### src/rtl/fib_sched_if.sv
// Bundle of requester-side and engine-side signals around the shared Fibonacci engine.
// The scheduler uses the slave view; clients, the engine and benches use the master view.
interface fib_sched_if #(
    parameter int N_REQ = 4
);
    logic [N_REQ-1:0]    req;
    logic [16*N_REQ-1:0] req_din;
    logic [N_REQ-1:0]    ack;
    logic [N_REQ-1:0]    rsp_valid;
    logic [15:0]         rsp_data;
    logic                rsp_err;
    logic                busy;
    logic                eng_start;
    logic [15:0]         eng_din;
    logic [15:0]         eng_dout;
    logic                eng_done;

    modport slave (
        input  req, req_din, eng_dout, eng_done,
        output ack, rsp_valid, rsp_data, rsp_err, busy, eng_start, eng_din
    );

    modport master (
        output req, req_din, eng_dout, eng_done,
        input  ack, rsp_valid, rsp_data, rsp_err, busy, eng_start, eng_din
    );
endinterface

### src/rtl/fib_sched.sv
// Round-robin scheduler sharing one Fibonacci engine among N_REQ requesters,
// with a saturating watchdog that turns a hung engine job into an error response.
module fib_sched #(
    parameter int N_REQ   = 4,
    parameter int TIMEOUT = 70000
) (
    input  logic        clk,
    input  logic        reset_n,
    fib_sched_if.slave  bus
);

    localparam int ID_W  = $clog2(N_REQ);
    localparam int SW    = ID_W + 1;
    localparam int TMR_W = $clog2(TIMEOUT + 1);
    localparam logic [TMR_W-1:0] TMR_LAST = TMR_W'(TIMEOUT - 1);
    localparam logic [TMR_W-1:0] TMR_MAX  = TMR_W'(TIMEOUT);

    typedef enum logic [1:0] {IDLE, ISSUE, WAIT, RESP} state_t;

    state_t            state;
    state_t            state_nxt;
    logic [ID_W-1:0]   ptr;
    logic [ID_W-1:0]   id;
    logic [ID_W-1:0]   win_id;
    logic [ID_W-1:0]   ptr_nxt;
    logic [SW-1:0]     arb_sum;
    logic [SW-1:0]     id_inc;
    logic [N_REQ-1:0]  rot;
    logic              win_found;
    logic [15:0]       win_din;
    logic [TMR_W-1:0]  timer;
    logic [15:0]       rsp_data_q;
    logic              rsp_err_q;
    logic [15:0]       eng_din_q;

    // Rotate the request vector so bit 0 is the requester at ptr; the lowest
    // set bit of the rotated vector is the round-robin winner.
    always_comb begin
        rot       = N_REQ'({bus.req, bus.req} >> ptr);
        win_found = 1'b0;
        win_id    = ptr;
        win_din   = '0;
        arb_sum   = '0;
        for (int off = N_REQ - 1; off >= 0; off--) begin
            if (rot[off]) begin
                win_found = 1'b1;
                arb_sum   = {1'b0, ptr} + SW'(off);
                if (arb_sum >= SW'(N_REQ)) begin
                    arb_sum = arb_sum - SW'(N_REQ);
                end
                win_id = arb_sum[ID_W-1:0];
            end
        end
        for (int i = 0; i < N_REQ; i++) begin
            if (win_id == ID_W'(i)) begin
                win_din = bus.req_din[16*i +: 16];
            end
        end
    end

    assign id_inc  = {1'b0, id} + SW'(1);
    assign ptr_nxt = (id_inc == SW'(N_REQ)) ? '0 : id_inc[ID_W-1:0];

    always_ff @(posedge clk or negedge reset_n) begin
        if (!reset_n) begin
            state <= IDLE;
        end else begin
            state <= state_nxt;
        end
    end

    // Done is checked before the watchdog so a completion in the final timer cycle still succeeds.
    always_comb begin
        state_nxt = state;
        case (state)
            IDLE:  if (win_found) state_nxt = ISSUE;
            ISSUE: state_nxt = WAIT;
            WAIT:  if (bus.eng_done || timer == TMR_LAST) state_nxt = RESP;
            RESP:  state_nxt = IDLE;
            default: state_nxt = IDLE;
        endcase
    end

    always_ff @(posedge clk or negedge reset_n) begin
        if (!reset_n) begin
            ptr        <= '0;
            id         <= '0;
            timer      <= '0;
            rsp_data_q <= '0;
            rsp_err_q  <= 1'b0;
            eng_din_q  <= '0;
        end else begin
            case (state)
                IDLE: begin
                    if (win_found) begin
                        id        <= win_id;
                        eng_din_q <= win_din;
                    end
                end
                ISSUE: timer <= '0;
                WAIT: begin
                    if (timer != TMR_MAX) begin
                        timer <= timer + 1'b1;
                    end
                    if (bus.eng_done) begin
                        rsp_data_q <= bus.eng_dout;
                        rsp_err_q  <= 1'b0;
                    end else if (timer == TMR_LAST) begin
                        rsp_data_q <= '0;
                        rsp_err_q  <= 1'b1;
                    end
                end
                RESP: ptr <= ptr_nxt;
                default: ;
            endcase
        end
    end

    assign bus.ack       = (state == ISSUE) ? (N_REQ'(1) << id) : '0;
    assign bus.rsp_valid = (state == RESP)  ? (N_REQ'(1) << id) : '0;
    assign bus.eng_start = (state == ISSUE);
    assign bus.busy      = (state != IDLE);
    assign bus.rsp_data  = rsp_data_q;
    assign bus.rsp_err   = rsp_err_q;
    assign bus.eng_din   = eng_din_q;

endmodule

### src/flat_wrapper.sv
// flat-port wrapper written by rule: the top's interface ports become plain ports
module fib_sched_flat 
#(
    parameter int N_REQ   = 4,
    parameter int TIMEOUT = 70000
)
  (clk, reset_n, bus_req, bus_req_din, bus_eng_dout, bus_eng_done, bus_ack, bus_rsp_valid, bus_rsp_data, bus_rsp_err, bus_busy, bus_eng_start, bus_eng_din);
  fib_sched_if #(.N_REQ(N_REQ)) bus_i ();
  input  logic clk;
  input  logic reset_n;
  input wire logic [$bits(bus_i.req)-1:0] bus_req;
  input wire logic [$bits(bus_i.req_din)-1:0] bus_req_din;
  input wire logic [$bits(bus_i.eng_dout)-1:0] bus_eng_dout;
  input wire logic [$bits(bus_i.eng_done)-1:0] bus_eng_done;
  output wire logic [$bits(bus_i.ack)-1:0] bus_ack;
  output wire logic [$bits(bus_i.rsp_valid)-1:0] bus_rsp_valid;
  output wire logic [$bits(bus_i.rsp_data)-1:0] bus_rsp_data;
  output wire logic [$bits(bus_i.rsp_err)-1:0] bus_rsp_err;
  output wire logic [$bits(bus_i.busy)-1:0] bus_busy;
  output wire logic [$bits(bus_i.eng_start)-1:0] bus_eng_start;
  output wire logic [$bits(bus_i.eng_din)-1:0] bus_eng_din;
  assign bus_i.req = bus_req;
  assign bus_i.req_din = bus_req_din;
  assign bus_i.eng_dout = bus_eng_dout;
  assign bus_i.eng_done = bus_eng_done;
  assign bus_ack = bus_i.ack;
  assign bus_rsp_valid = bus_i.rsp_valid;
  assign bus_rsp_data = bus_i.rsp_data;
  assign bus_rsp_err = bus_i.rsp_err;
  assign bus_busy = bus_i.busy;
  assign bus_eng_start = bus_i.eng_start;
  assign bus_eng_din = bus_i.eng_din;
  fib_sched #(.N_REQ(N_REQ), .TIMEOUT(TIMEOUT)) u_core (.clk(clk), .reset_n(reset_n), .bus(bus_i));
endmodule
### config.mk
export PLATFORM = sky130hd
export DESIGN_NAME = fib_sched_flat
export DESIGN_NICKNAME = d
export VERILOG_FILES = /design/src/rtl/fib_sched_if.sv /design/src/rtl/fib_sched.sv /design/src/flat_wrapper.sv
export SDC_FILE = /design/constraint.sdc
export NUM_CORES = 1
export LEC_CHECK = 0
export CORE_MARGIN = 2
export CORE_UTILIZATION = 32
export CTS_BUF_LIST = sky130_fd_sc_hd__clkbuf_4
export CTS_CLUSTER_SIZE = 28
export DETAILED_ROUTE_END_ITERATION = 8
export DONT_BUFFER_PORTS = 1
export PLACE_DENSITY = 0.48
export SLEW_MARGIN = 10
export SYNTH_ARGS = -nofsm -noshare
export SYNTH_HDL_FRONTEND = slang
export SYNTH_SLANG_ARGS = --single-unit
### constraint.sdc
create_clock -name clk -period 2.8 [get_ports clk]
set_clock_uncertainty 0.15 [all_clocks]
set_input_delay 0.56 -clock clk [delete_from_list [all_inputs] [get_ports clk]]
set_output_delay 0.56 -clock clk [all_outputs]
set_load 0.005 [all_outputs]
# Word level (Yosys, flattened, before mapping)
# Cells that the tools add are included.
# totals
ff_bits	56
elab_cells	72
output_inout_bits	43
latchBits	0
in_bits	87
mem_bits_ro	0
n_memories	0
mem_bits_rw	0
# op_classes
bitwise	0
mul	0
order_cmp	4
n_reduce_logical	10
eq_ne	12
n_mux	28
shifts	2
div	0
n_addsub	9
# op_table
op	n
$mux W16	6
$pmux W17 S2	1
$mux W2	11
$add A17 B1 Y17 const B	1
$eq A17 B17 Y1 const B	1
$mux W17	1
$ne A17 B17 Y1 const B	1
$ge A3 B3 Y1 const B	3
$eq A2 B2 Y1 const B	4
$mux W4	2
$pmux W2 S4	1
$reduce_and A2 Y1	4
$shr A8 B2 Y4	1
$sub A2 B1 Y2 const B	4
$add A2 B1 Y3 const B	2
$add A2 B2 Y3 const B	2
$mux W1	6
$ne A2 B1 Y1 const B	3
$reduce_bool A2 Y1	3
$eq A2 B1 Y1 const B	2
$logic_not A2 Y1	2
$shl A1 B2 Y4 const A	1
$eq A3 B3 Y1 const B	1
$ge A2 B3 Y1 const B	1
$logic_or A1 B1 Y1	1

# Logic depth before layout (Yosys ltp)
# Gate-level depths: netlist of run 1.
# depth
ltp_word	12
ltp_mapped	9

# Worst setup path after synthesis of run 1
# Ideal clock, no wire load.
# synth_timing
kind	register to register
from	register u_core.state[0]
to	register u_core.timer[9]
arrival_time_ps	1883
path_stages_with_launch	9
slack_ps	689
period_less_slack_ps	2111
setup_ps	78
cell_sequence	dfrtp_1 -> inv_1 -> ha_1 -> buf_2 -> nand2_1 -> or4_1 -> buf_2 -> or3_1 -> a21oi_1
# synth_between
elab_chain_len	3
# synth_rtl
element	line_no	text
from (decl)	fib_sched.sv:20	state_t state;
from (signal assigned)	fib_sched.sv:68	state <= state_nxt;
$eq A2 B2 Y1 / $eq A2 B1 Y1 (equally long branches)	fib_sched.sv:93	case (state)
$ne A2 B1 Y1 (no line) / $reduce_bool A2 Y1 (equally long branches)	n/a	
$reduce_and A2 Y1 (no line)	n/a	
to (signal assigned)	fib_sched.sv:103	timer <= timer + 1'b1;
to (decl)	fib_sched.sv:31	logic [TMR_W-1:0] timer;
# Parallel ways exist; a longest one is shown, timed or not.
# A chain may end at the register's enable or synchronous reset.

# Worst setup path after layout of run 1
# layout_timing
from	register u_core.state[1]
to	output port bus_ack[0]
# layout_between
elab_chain_len	2
# layout_rtl
element	line_no	text
$eq A2 B1 Y1	n/a	
net bus_eng_start	flat_wrapper.sv:20	output wire logic [$bits(bus_i.eng_start)-1:0] bus_eng_start;
$mux W4	fib_sched.sv:119	assign bus.ack = (state == ISSUE) ? (N_REQ'(1) << id) : '0;
to (decl)	flat_wrapper.sv:15	output wire logic [$bits(bus_i.ack)-1:0] bus_ack;
# The timed path passes the listed nets, and every way through them passes these cells.

==> results.py, run 1 <==
metrics = {
    "setup_path": {
        "reg2reg_depth": 6,
        "endpoint_kind": "primary output",
        "r2r_start": "u_core.state[1]",
        "critPathKind": "flop to primary output",
        "crit_start": "u_core.state[1]",
        "cp_cell_sequence": "inv_1, ha_1, and2_1",
        "cp_slowest_stage_delay_ps": 450,
        "cpMaxStageDelayCell": "dfrtp_1",
        "cp-start-kind": "flop",
        "worstPathRequired_ps": 2090,
        "r2r_slack_ps": 570,
        "cp_max_fo": 8,
        "timing.rr.end": "u_core.bus.eng_din[2]",
        "arrival_ps": 1580,
    },
    "clock_tree": {
        "cts_tree": "done",
        "post_cts_resized": 0,
        "cts_root_buffer": "clkbuf_4",
        "cts_setup_buffers": 0,
        "clk_latency_ps": 380,
        "htree_num_levels": 2,
        "postCtsHoldBufs": 2,
        "cts.sinks": 56,
        "numCtsBuffers": 5,
        "clkTransAtPathRegs_ps": 180,
        "cts_max_path_buffers": 2,
    },
    "grt": {
        "first_global_vias": 2620,
        "overflow": 0,
        "grt.total_usage_pct": 15.3,
        "grt_start_max_net_pins": 57,
        "grt_first_pass_wirelength_um": 13700,
        "antenna_found_initial": 0,
    },
    "hold_path": {
        "whs_endpoint": "u_core.bus.rsp_err",
        "min_path_type": "primary input to flop",
        "min_from": "bus_eng_done",
        "hold_path_depth": 1,
    },
    "synthesis": {
        "netlist_area_mm2": 0.00327,
        "syn-mean-instance-area_um2": 9.41,
        "ys_seq_elements": 56,
        "synthAdderAreaFrac_pct": 4.21,
        "synthCells": 347,
        "syn_nets": 445,
        "synth-compound-area-share_pct": 16.8,
        "synth_xor_area_share_pct": 1.88,
        "synth_top_family_by_area": "simple AND/OR/NAND/NOR gates",
        "ys_types": 48,
        "synth-simple-area-share_pct": 21.7,
        "synth.area.mux_share_pct": 6.24,
        "ys_warn_count": 0,
        "seq_area_frac_synth_pct": 42.9,
    },
    "floorplan": {
        "die_x_um": 105,
        "die_area_mm2": 0.0110,
        "ios": 130,
        "die_y_um": 105,
        "initial_core_util_pct": 33.1,
        "num_rows": 36,
        "coreArea_mm2": 0.00986,
    },
    "drt": {
        "drc": 0,
        "wire_per_inst_um": 17.8,
        "wl_met1_um": 3850,
        "maxUsedRoutingLayer": "met4",
        "wl_um": 8450,
        "drtIter0Drc": 158,
        "met3_length_um": 526,
        "viasPerCell": 5.37,
        "wl_met2_um": 3980,
        "dr_total_vias": 2550,
        "dr.pass1.iters": 4,
        "postRouteAntennaNets": 0,
    },
    "timing": {
        "worst_pin_slew_ps": 829,
        "hold_viol_final": 0,
        "min_period_ps": 2290,
        "slew_headroom_pct": 44.7,
        "slew_viol_final": 0,
        "setup_viol": 0,
        "whs_ps": 88.6,
        "finalCritPeriodShare_pct": 81.6,
        "rsz0062_at_grt": "false",
        "max_freq_mhz": 438,
        "finalSetupTns_ps": 0,
    },
    "placement": {
        "gp_congestion": 0.802,
        "place_hpwl_um": 6000,
        "place_area_mm2": 0.00335,
        "portBuffers": 0,
    },
    "run": {
        "maxCapViolCount": 0,
    },
    "layout": {
        "post-route-util_pct": 35.2,
        "nets": 439,
        "final_cell_mix": "dfrtp_1, nand3_1, o21ai_0",
        "mostFrequentLayoutCell": "dfrtp_1",
        "drive_gt1_share_pct": 7.89,
        "diodes": 0,
        "postLayoutCellArea_mm2": 0.00347,
        "syn_to_final_growth_pct": 6.32,
    },
    "power": {
        "power.density_mw_per_mm2": 930,
        "cellLeakagePower_nw": 1.50,
        "max-vdd-ir-drop_mv": 0.479,
    },
    "status": {
        "status": "finished clean",
    },
}
-- layout make-up --
class,instances,area [um2]
timing repair buffer,5,60.1
fill,1025,6390
tap,133,166
sequential,56,1400
clock inverter,3,46.3
inverter,27,101
clock buffer,5,37.5
multi-input combinational,246,1660
-- synthesized netlist by cell type (all sizes together) --
cell	number	area, um2
a2111o	1	11.3
a211oi	16	150
a21o	1	7.51
a21oi	2	13.8
a22o	2	17.5
a2bb2oi	1	8.76
and2	8	50.1
and2b	1	7.51
and3	17	106
and4	2	17.5
and4b	1	10.0
buf	10	73.8
clkbuf	8	30.0
dfrtp	56	1400
ha	11	138
inv	27	101
mux2	3	33.8
mux2i	17	170
nand2	10	37.5
nand2b	3	18.8
nand3	42	210
nand4	2	12.5
nand4bb	1	11.3
nor2	26	114
nor2b	5	33.8
nor3	4	20.0
nor4	1	12.5
nor4b	2	17.5
o211ai	4	30.0
o21a	2	15.0
o21ai	42	210
o221a	1	11.3
o221ai	1	26.3
o22a	2	17.5
o31ai	4	30.0
or2	1	6.26
or3	1	6.26
or3b	1	8.76
or4	1	7.51
xnor2	3	26.3
xor2	4	35.0
-- cells by family after synthesis --
group           after synthesis
buf+inv                      45
flops                        56
fa+ha+maj                    11
compound gates               79
mux                          20
simple gates                129
xor+xnor                      7
-- registers in the layout, summed over array words and instances (netlist names) --
name	flops
u_core.timer	17
u_core.bus.eng_din	16
u_core.ptr	2
u_core.bus.rsp_err	1
u_core.state	2
u_core.id	2
u_core.bus.rsp_data	16
-- stage by stage --
stage	cells	power [mW]	setup WS, ps
after CTS	475	3.29	486
after detailed placement	465	2.78	404
after global routing	475	3.52	332
after floorplan	347	2.44	689
after global placement	465	2.75	439
final	475	3.23	515
-- worst max path at each step --
| stage | to | slack [ps] |
|---|---|---|
| floorplan | u_core.timer[9] | 690 |
| global placement | u_core.bus.eng_din[12] | 440 |
| global route | u_core.bus.rsp_data[2] | 330 |
| detailed placement | u_core.bus.eng_din[7] | 400 |
| CTS | bus_ack[1] | 490 |
| finish | bus_ack[0] | 510 |
-- critical path, delay by kind of cell (launching register included) --
family | cells | cell delay [ps]
AND/OR/NAND/NOR | 1 | 260
adder cells (fa/ha/maj) | 1 | 390
buffers and inverters | 1 | 90
flip-flops | 1 | 450
-- metal layers --
layer  vias up  GRT usage [%]
met2        76           24.7
li1       1220              -
met4         0           4.38
met1      1244           20.1
met3        10           3.81
met5         -              0
-- power by group --
part,switching [mW],leakage (nW),internal (mW)
Sequential,0.291,0.690,1.12
Clock,0.285,0.0418,0.191
Combinational,0.816,0.771,0.532
Note: power is estimated with default switching activity, not from simulation.
==> inputs of run 2 (changes only) <==
PLACE_DENSITY = 0.49   (was 0.48)
clock period = 2 ns   (was 2.8 ns; I/O delays follow)
==> run 2 against run 1 <==
  * Sequential power up 37%
  * Sequential cell count unchanged
  * Worst hold slack worse by 71 ps
  * Largest cell class unchanged
  * Largest power group is now combinational cells
  * Highest routed layer unchanged
==> results.py, run 2 (synthesis gave the netlist of run 1 again) <==
metrics = {
    "status": {
        "status": "finished clean",
    },
    "timing": {
        "finalCritPeriodShare_pct": 96.2,
        "rsz0062_at_grt": "true",
        "worst_pin_slew_ps": 559,
        "hold_viol_final": 0,
        "min_period_ps": 1920,
        "max_freq_mhz": 520,
        "slew_viol_final": 0,
        "slew_headroom_pct": 62.6,
        "setup_viol": 0,
        "whs_ps": 17.6,
    },
    "clock_tree": {
        "htree_num_levels": 2,
        "cts_max_path_buffers": 2,
        "cts_root_buffer": "clkbuf_4",
        "cts.sinks": 56,
        "clk_latency_ps": 400,
        "clkTransAtPathRegs_ps": 150,
        "cts_tree": "done",
        "numCtsBuffers": 5,
    },
    "setup_path": {
        "endpoint_kind": "primary output",
        "timing.rr.end": "u_core.timer[15]",
        "cp_max_fo": 8,
        "reg2reg_depth": 7,
        "arrival_ps": 1370,
        "r2r_start": "u_core.state[0]",
        "worstPathRequired_ps": 1450,
        "r2r_slack_ps": 80,
        "critPathKind": "flop to primary output",
        "cp-start-kind": "flop",
    },
    "power": {
        "power.density_mw_per_mm2": 1210,
        "max-vdd-ir-drop_mv": 0.470,
        "finalPower_mw": 4.84,
        "cellLeakagePower_nw": 1.75,
    },
    "drt": {
        "wl_met1_um": 3770,
        "drtIter0Drc": 132,
        "wl_um": 8550,
        "drc": 0,
        "viasPerCell": 5.11,
        "wl_met2_um": 4080,
        "dr.pass1.iters": 4,
        "met3_length_um": 601,
        "wire_per_inst_um": 16.4,
        "postRouteAntennaNets": 0,
        "dr_total_vias": 2670,
        "maxUsedRoutingLayer": "met4",
    },
    "layout": {
        "syn_to_final_growth_pct": 22.1,
        "postLayoutCellArea_mm2": 0.00399,
        "final_cell_mix": "dfrtp_1, nand3_1, o21ai_0",
        "diodes": 0,
        "mostFrequentLayoutCell": "dfrtp_1",
        "largest_reg_flops": 17,
        "top_register": "u_core.timer",
        "post-route-util_pct": 40.4,
        "stdcell_count": 522,
        "drive_gt1_share_pct": 19.3,
        "nets": 486,
    },
    "hold_path": {
        "hold_path_depth": 2,
        "min_path_type": "primary input to flop",
        "whs_endpoint": "u_core.bus.rsp_data[8]",
        "min_from": "bus_eng_done",
    },
    "grt": {
        "first_global_vias": 2693,
        "antenna_found_initial": 0,
        "grt.total_usage_pct": 15.6,
        "grt_first_pass_wirelength_um": 13700,
        "overflow": 0,
        "grt_start_max_net_pins": 57,
    },
    "floorplan": {
        "die_y_um": 105,
        "num_rows": 36,
        "die_x_um": 105,
        "initial_core_util_pct": 33.1,
        "ios": 130,
        "die_area_mm2": 0.0110,
        "coreArea_mm2": 0.00986,
    },
    "placement": {
        "dpl.cell_count": 492,
        "place_area_mm2": 0.00358,
        "gp_congestion": 0.782,
        "portBuffers": 0,
        "place_hpwl_um": 6090,
    },
    "run": {
        "maxCapViolCount": 0,
    },
}
==> run 2: changes by cell type in the layout (fill, tap and decap cells not counted), moves of 2 or more <==
cell / previous run / this run
buf_12: 0 / 4
buf_4: 3 / 30
dlygate4sd3_1: 1 / 17
ha_1: 11 / 6
ha_2: 0 / 2
ha_4: 0 / 3
nor4b_1: 2 / 0
nor4b_2: 0 / 2
==> run 2: worst max-delay path: stages, from the launching register on <==
cell and delay [ps]:
dfrtp_1 420, inv_1 160, ha_4 210, and2_1 210
==> run 2: power breakdown <==
group          total (mW)  switching [mW]  internal [mW]
sequential           1.93           0.362           1.56
combinational        2.38            1.28           1.10
clock               0.535           0.392          0.143
==> run 2: metal layers <==
| metal | vias up | GRT usage [%] |
|---|---|---|
| met5 | - | 0 |
| met4 | 0 | 4.76 |
| met3 | 8 | 4.24 |
| met2 | 77 | 23.8 |
| met1 | 1277 | 21.4 |
| li1 | 1308 | - |
==> run 2: layout make-up <==
| cell class | instances | area [um2] |
|---|---|---|
| clock buffers | 5 | 37.5 |
| clock inverters | 3 | 22.5 |
| fillers | 955 | 5880 |
| inverters | 27 | 101 |
| multi-input cells | 246 | 1760 |
| flip-flops and latches | 56 | 1400 |
| well taps | 133 | 166 |
| repair buffers | 52 | 503 |
==> run 2: how the worst max path moves through the flow <==
| stage | cells past startpoint | slack (ps) | to | startpoint |
|---|---|---|---|---|
| detailed placement | 6 | -60 | u_core.bus.eng_din[9] | bus_req[3] |
| global route | 7 | -30 | u_core.bus.rsp_err | u_core.timer[14] |
| floorplan | 8 | 30 | u_core.timer[9] | u_core.state[0] |
| finish | 3 | 80 | bus_ack[3] | u_core.state[1] |
| CTS | 5 | 0.4 | u_core.bus.eng_din[1] | u_core.ptr[0] |
| global placement | 6 | -10 | u_core.bus.eng_din[2] | bus_req[3] |
==> run 2: stage by stage <==
step           TNS, ps  setup WS (ps)
2_1_floorplan        0           25.4
3_3_place_gp     -81.9          -12.4
3_5_place_dp      -311          -56.8
4_1_cts              0          0.357
5_1_grt           -187          -29.2
6_report             0           75.3
==> run 2: timing repair <==
item                       4_1_cts  5_1_grt
gates resized for setup          4       15
pin swaps                        2        0
hold endpoints to repair        71        0
setup endpoints to repair       18       35
hold buffers                    18        0
setup buffers                    1        3
==> inputs of run 3 (changes only) <==
ABC_AREA = 1   (was not set)
==> run 3 against run 2 <==
  * The run now ends with setup timing left
  * Clock power up 5.2%
  * Sequential share of layout area down 6.2 points
  * Worst hold slack gained 28 ps
  * Sequential power up 4%
  * Non-clock buffer count up 24
  * Total power is 60% higher
  * Core utilization is 4.5 points higher
  * Count of clock-buffer cells in the layout unchanged
  * First-iteration DRC count rose by 86%
  * Worst setup slack lost 110 ps
  * Highest routed layer unchanged
==> results.py, run 3 <==
metrics = {
    "power": {
        "finalPower_mw": 7.74,
        "power.internal_mw": 3.96,
        "comb_power_share_pct": 66.7,
        "switchingPower_mw": 3.78,
        "seqPwrFrac_pct": 26.0,
        "cellLeakagePower_nw": 2.36,
        "p_sw_share_pct": 48.9,
        "max-vdd-ir-drop_mv": 0.824,
        "power.density_mw_per_mm2": 1590,
        "p_clk_share_pct": 7.3,
    },
    "placement": {
        "pre_cts_ws_ps": -38.0,
        "portBuffers": 0,
        "gp_congestion": 0.845,
        "place_hpwl_um": 7170,
        "place_area_mm2": 0.00394,
    },
    "setup_path": {
        "worstPathRequired_ps": 2200,
        "endpoint_kind": "flop",
        "critPathKind": "flop to flop",
        "cp-start-kind": "flop",
        "cp_max_fo": 7,
        "arrival_ps": 2240,
    },
    "timing": {
        "setup_viol": 14,
        "rsz0062_at_grt": "true",
        "slew_viol_final": 0,
        "hold_viol_final": 0,
        "max_freq_mhz": 491,
        "slew_headroom_pct": 61.3,
        "finalCritPeriodShare_pct": 102,
        "timing.final.ws_setup_ps": -38.7,
        "worst_pin_slew_ps": 579,
        "min_period_ps": 2040,
    },
    "synthesis": {
        "seq_area_frac_synth_pct": 39.7,
        "netlist_area_mm2": 0.00353,
        "synth_edf_count": 0,
        "synthCells": 489,
        "ys_seq_elements": 56,
        "synth-async-reset-ratio_pct": 100,
        "ys_types": 31,
        "synth_most_common_cell": "nand2_1",
        "yosysTopAreaCellShare_pct": 39.7,
        "syn_nets": 587,
        "syn-mean-instance-area_um2": 7.22,
        "yosys-top-cells-count": "nand2_1, inv_1, o21ai_0",
        "yosys-top-cells-area": "dfrtp_1, nand2_1, o21ai_0",
        "yosys.area.top_type": "dfrtp_1",
        "synth_flop_cell": "dfrtp_1",
        "ys_warn_count": 0,
    },
    "layout": {
        "mostFrequentLayoutCell": "nand2_1",
        "drive_gt1_share_pct": 28.1,
        "nets": 655,
        "final_cell_mix": "nand2_1, dfrtp_1, inv_1",
        "diodes": 0,
        "syn_to_final_growth_pct": 37.4,
        "n_fill_cell": 1061,
        "postLayoutCellArea_mm2": 0.00485,
        "top_register": "u_core.timer",
        "largest_reg_flops": 17,
    },
    "grt": {
        "grt.total_usage_pct": 16.0,
        "grt_first_pass_wirelength_um": 15200,
        "first_global_vias": 3233,
        "overflow": 0,
        "antenna_found_initial": 0,
        "grt_start_max_net_pins": 57,
    },
    "status": {
        "status": "complete, but fails checks",
        "violations": "setup timing",
    },
    "drt": {
        "wire_per_inst_um": 15.3,
        "drtIter0Drc": 245,
        "drc": 0,
        "postRouteAntennaNets": 0,
        "dr_total_vias": 3509,
        "viasPerCell": 5.03,
        "wl_um": 10600,
        "dr.pass1.iters": 6,
    },
    "floorplan": {
        "die_x_um": 109,
        "die_area_mm2": 0.0119,
        "num_rows": 38,
        "ios": 130,
        "die_y_um": 109,
        "initial_core_util_pct": 32.7,
        "coreArea_mm2": 0.0108,
    },
    "clock_tree": {
        "cts.sinks": 56,
        "htree_num_levels": 2,
        "cts_root_buffer": "clkbuf_4",
        "numCtsBuffers": 5,
        "clk_latency_ps": 400,
        "cts_tree": "done",
        "clkTransAtPathRegs_ps": 180,
        "cts_max_path_buffers": 2,
    },
    "run": {
        "maxCapViolCount": 0,
    },
    "hold_path": {
        "min_path_type": "primary input to flop",
    },
}
[run 3: final timing paths]
kind | startpoint | to | slack [ps] | cells after the start
setup / recovery | u_core.ptr[0] | u_core.bus.eng_din[1] | -40 | 12
max in group asynchronous | reset_n | u_core.bus.eng_din[14] | 1100 | 2
hold reg to reg | u_core.bus.eng_din[15] | u_core.bus.eng_din[15] | 390 | 2
hold / removal | bus_req_din[21] | u_core.bus.eng_din[5] | 50 | 4
setup reg to reg | u_core.ptr[0] | u_core.bus.eng_din[1] | -40 | 12
min in group asynchronous | reset_n | u_core.timer[2] | 320 | 2
[run 3: power by group through the flow]
stage | clock network [mW] | registers (mW) | logic [mW]
floorplan | 0 | 1.85 | 2.86
global placement | 0 | 2.00 | 3.75
detailed placement | 0 | 1.99 | 3.81
CTS | 0.594 | 1.98 | 3.89
global route | 0.651 | 2.08 | 5.76
finish | 0.563 | 2.01 | 5.16
[run 3: per-stage QoR]
stage | hold WS [ps] | std cells | TNS [ps] | utilization, %
CTS | 1.93 | 680 | -39.8 | 39.1
finish | 45.6 | 698 | -225 | 45.0
global route | 37.5 | 698 | -3060 | 45.0
floorplan | -45.6 | 489 | 0 | -
global placement | -42.1 | 654 | -428 | 36.5
detailed placement | -42.4 | 654 | -455 | 36.5
[run 3: repair_timing]
| item | CTS | global route |
|---|---|---|
| gates resized for setup | 5 | 134 |
| cloned | 0 | 8 |
| setup endpoints to repair | 25 | 48 |
| pin swaps | 2 | 27 |
| hold buffers | 18 | 1 |
| hold endpoints to repair | 73 | 1 |
| buffers inserted | 0 | 9 |
[run 3: logic make-up after synthesis]
group           Yosys count  share of synthesized area [%]
flops                    56                           39.7
xor+xnor                 12                           2.98
compound gates           77                           11.7
fa+ha+maj                11                           3.90
simple gates            254                           31.8
buf+inv                  79                           9.95
[run 3: metal layers]
layer | up-vias | global-route usage [%] | wire (um)
li1 | 1713 | - | -
met1 | 1649 | 19.5 | 4350
met2 | 126 | 27.7 | 5350
met3 | 21 | 4.18 | 767
met4 | 0 | 4.40 | 182
met5 | - | 0 | 0
[run 3: final cells by class]
cell class	count	area (um2)	area share (%)
clock buffers	5	37.5	0.773
clock inverters	3	25.0	0.515
inverters	61	236	4.87
multi-input cells	357	2190	45.0
flip-flops and latches	56	1400	28.9
well taps	140	175	3.61
repair buffers	76	791	16.3
[run 3: worst max-delay path: stages, from the launching register on]
cell and delay (ps):
dfrtp_2 530, buf_6 160, xnor2_2 140, nand3_1 110, nand2_2 110, o21ai_4 90, buf_12 140, buf_8 130
nor2_4 190, nand2_1 80, nand3_1 70, nand2_1 50, nand2_1 50
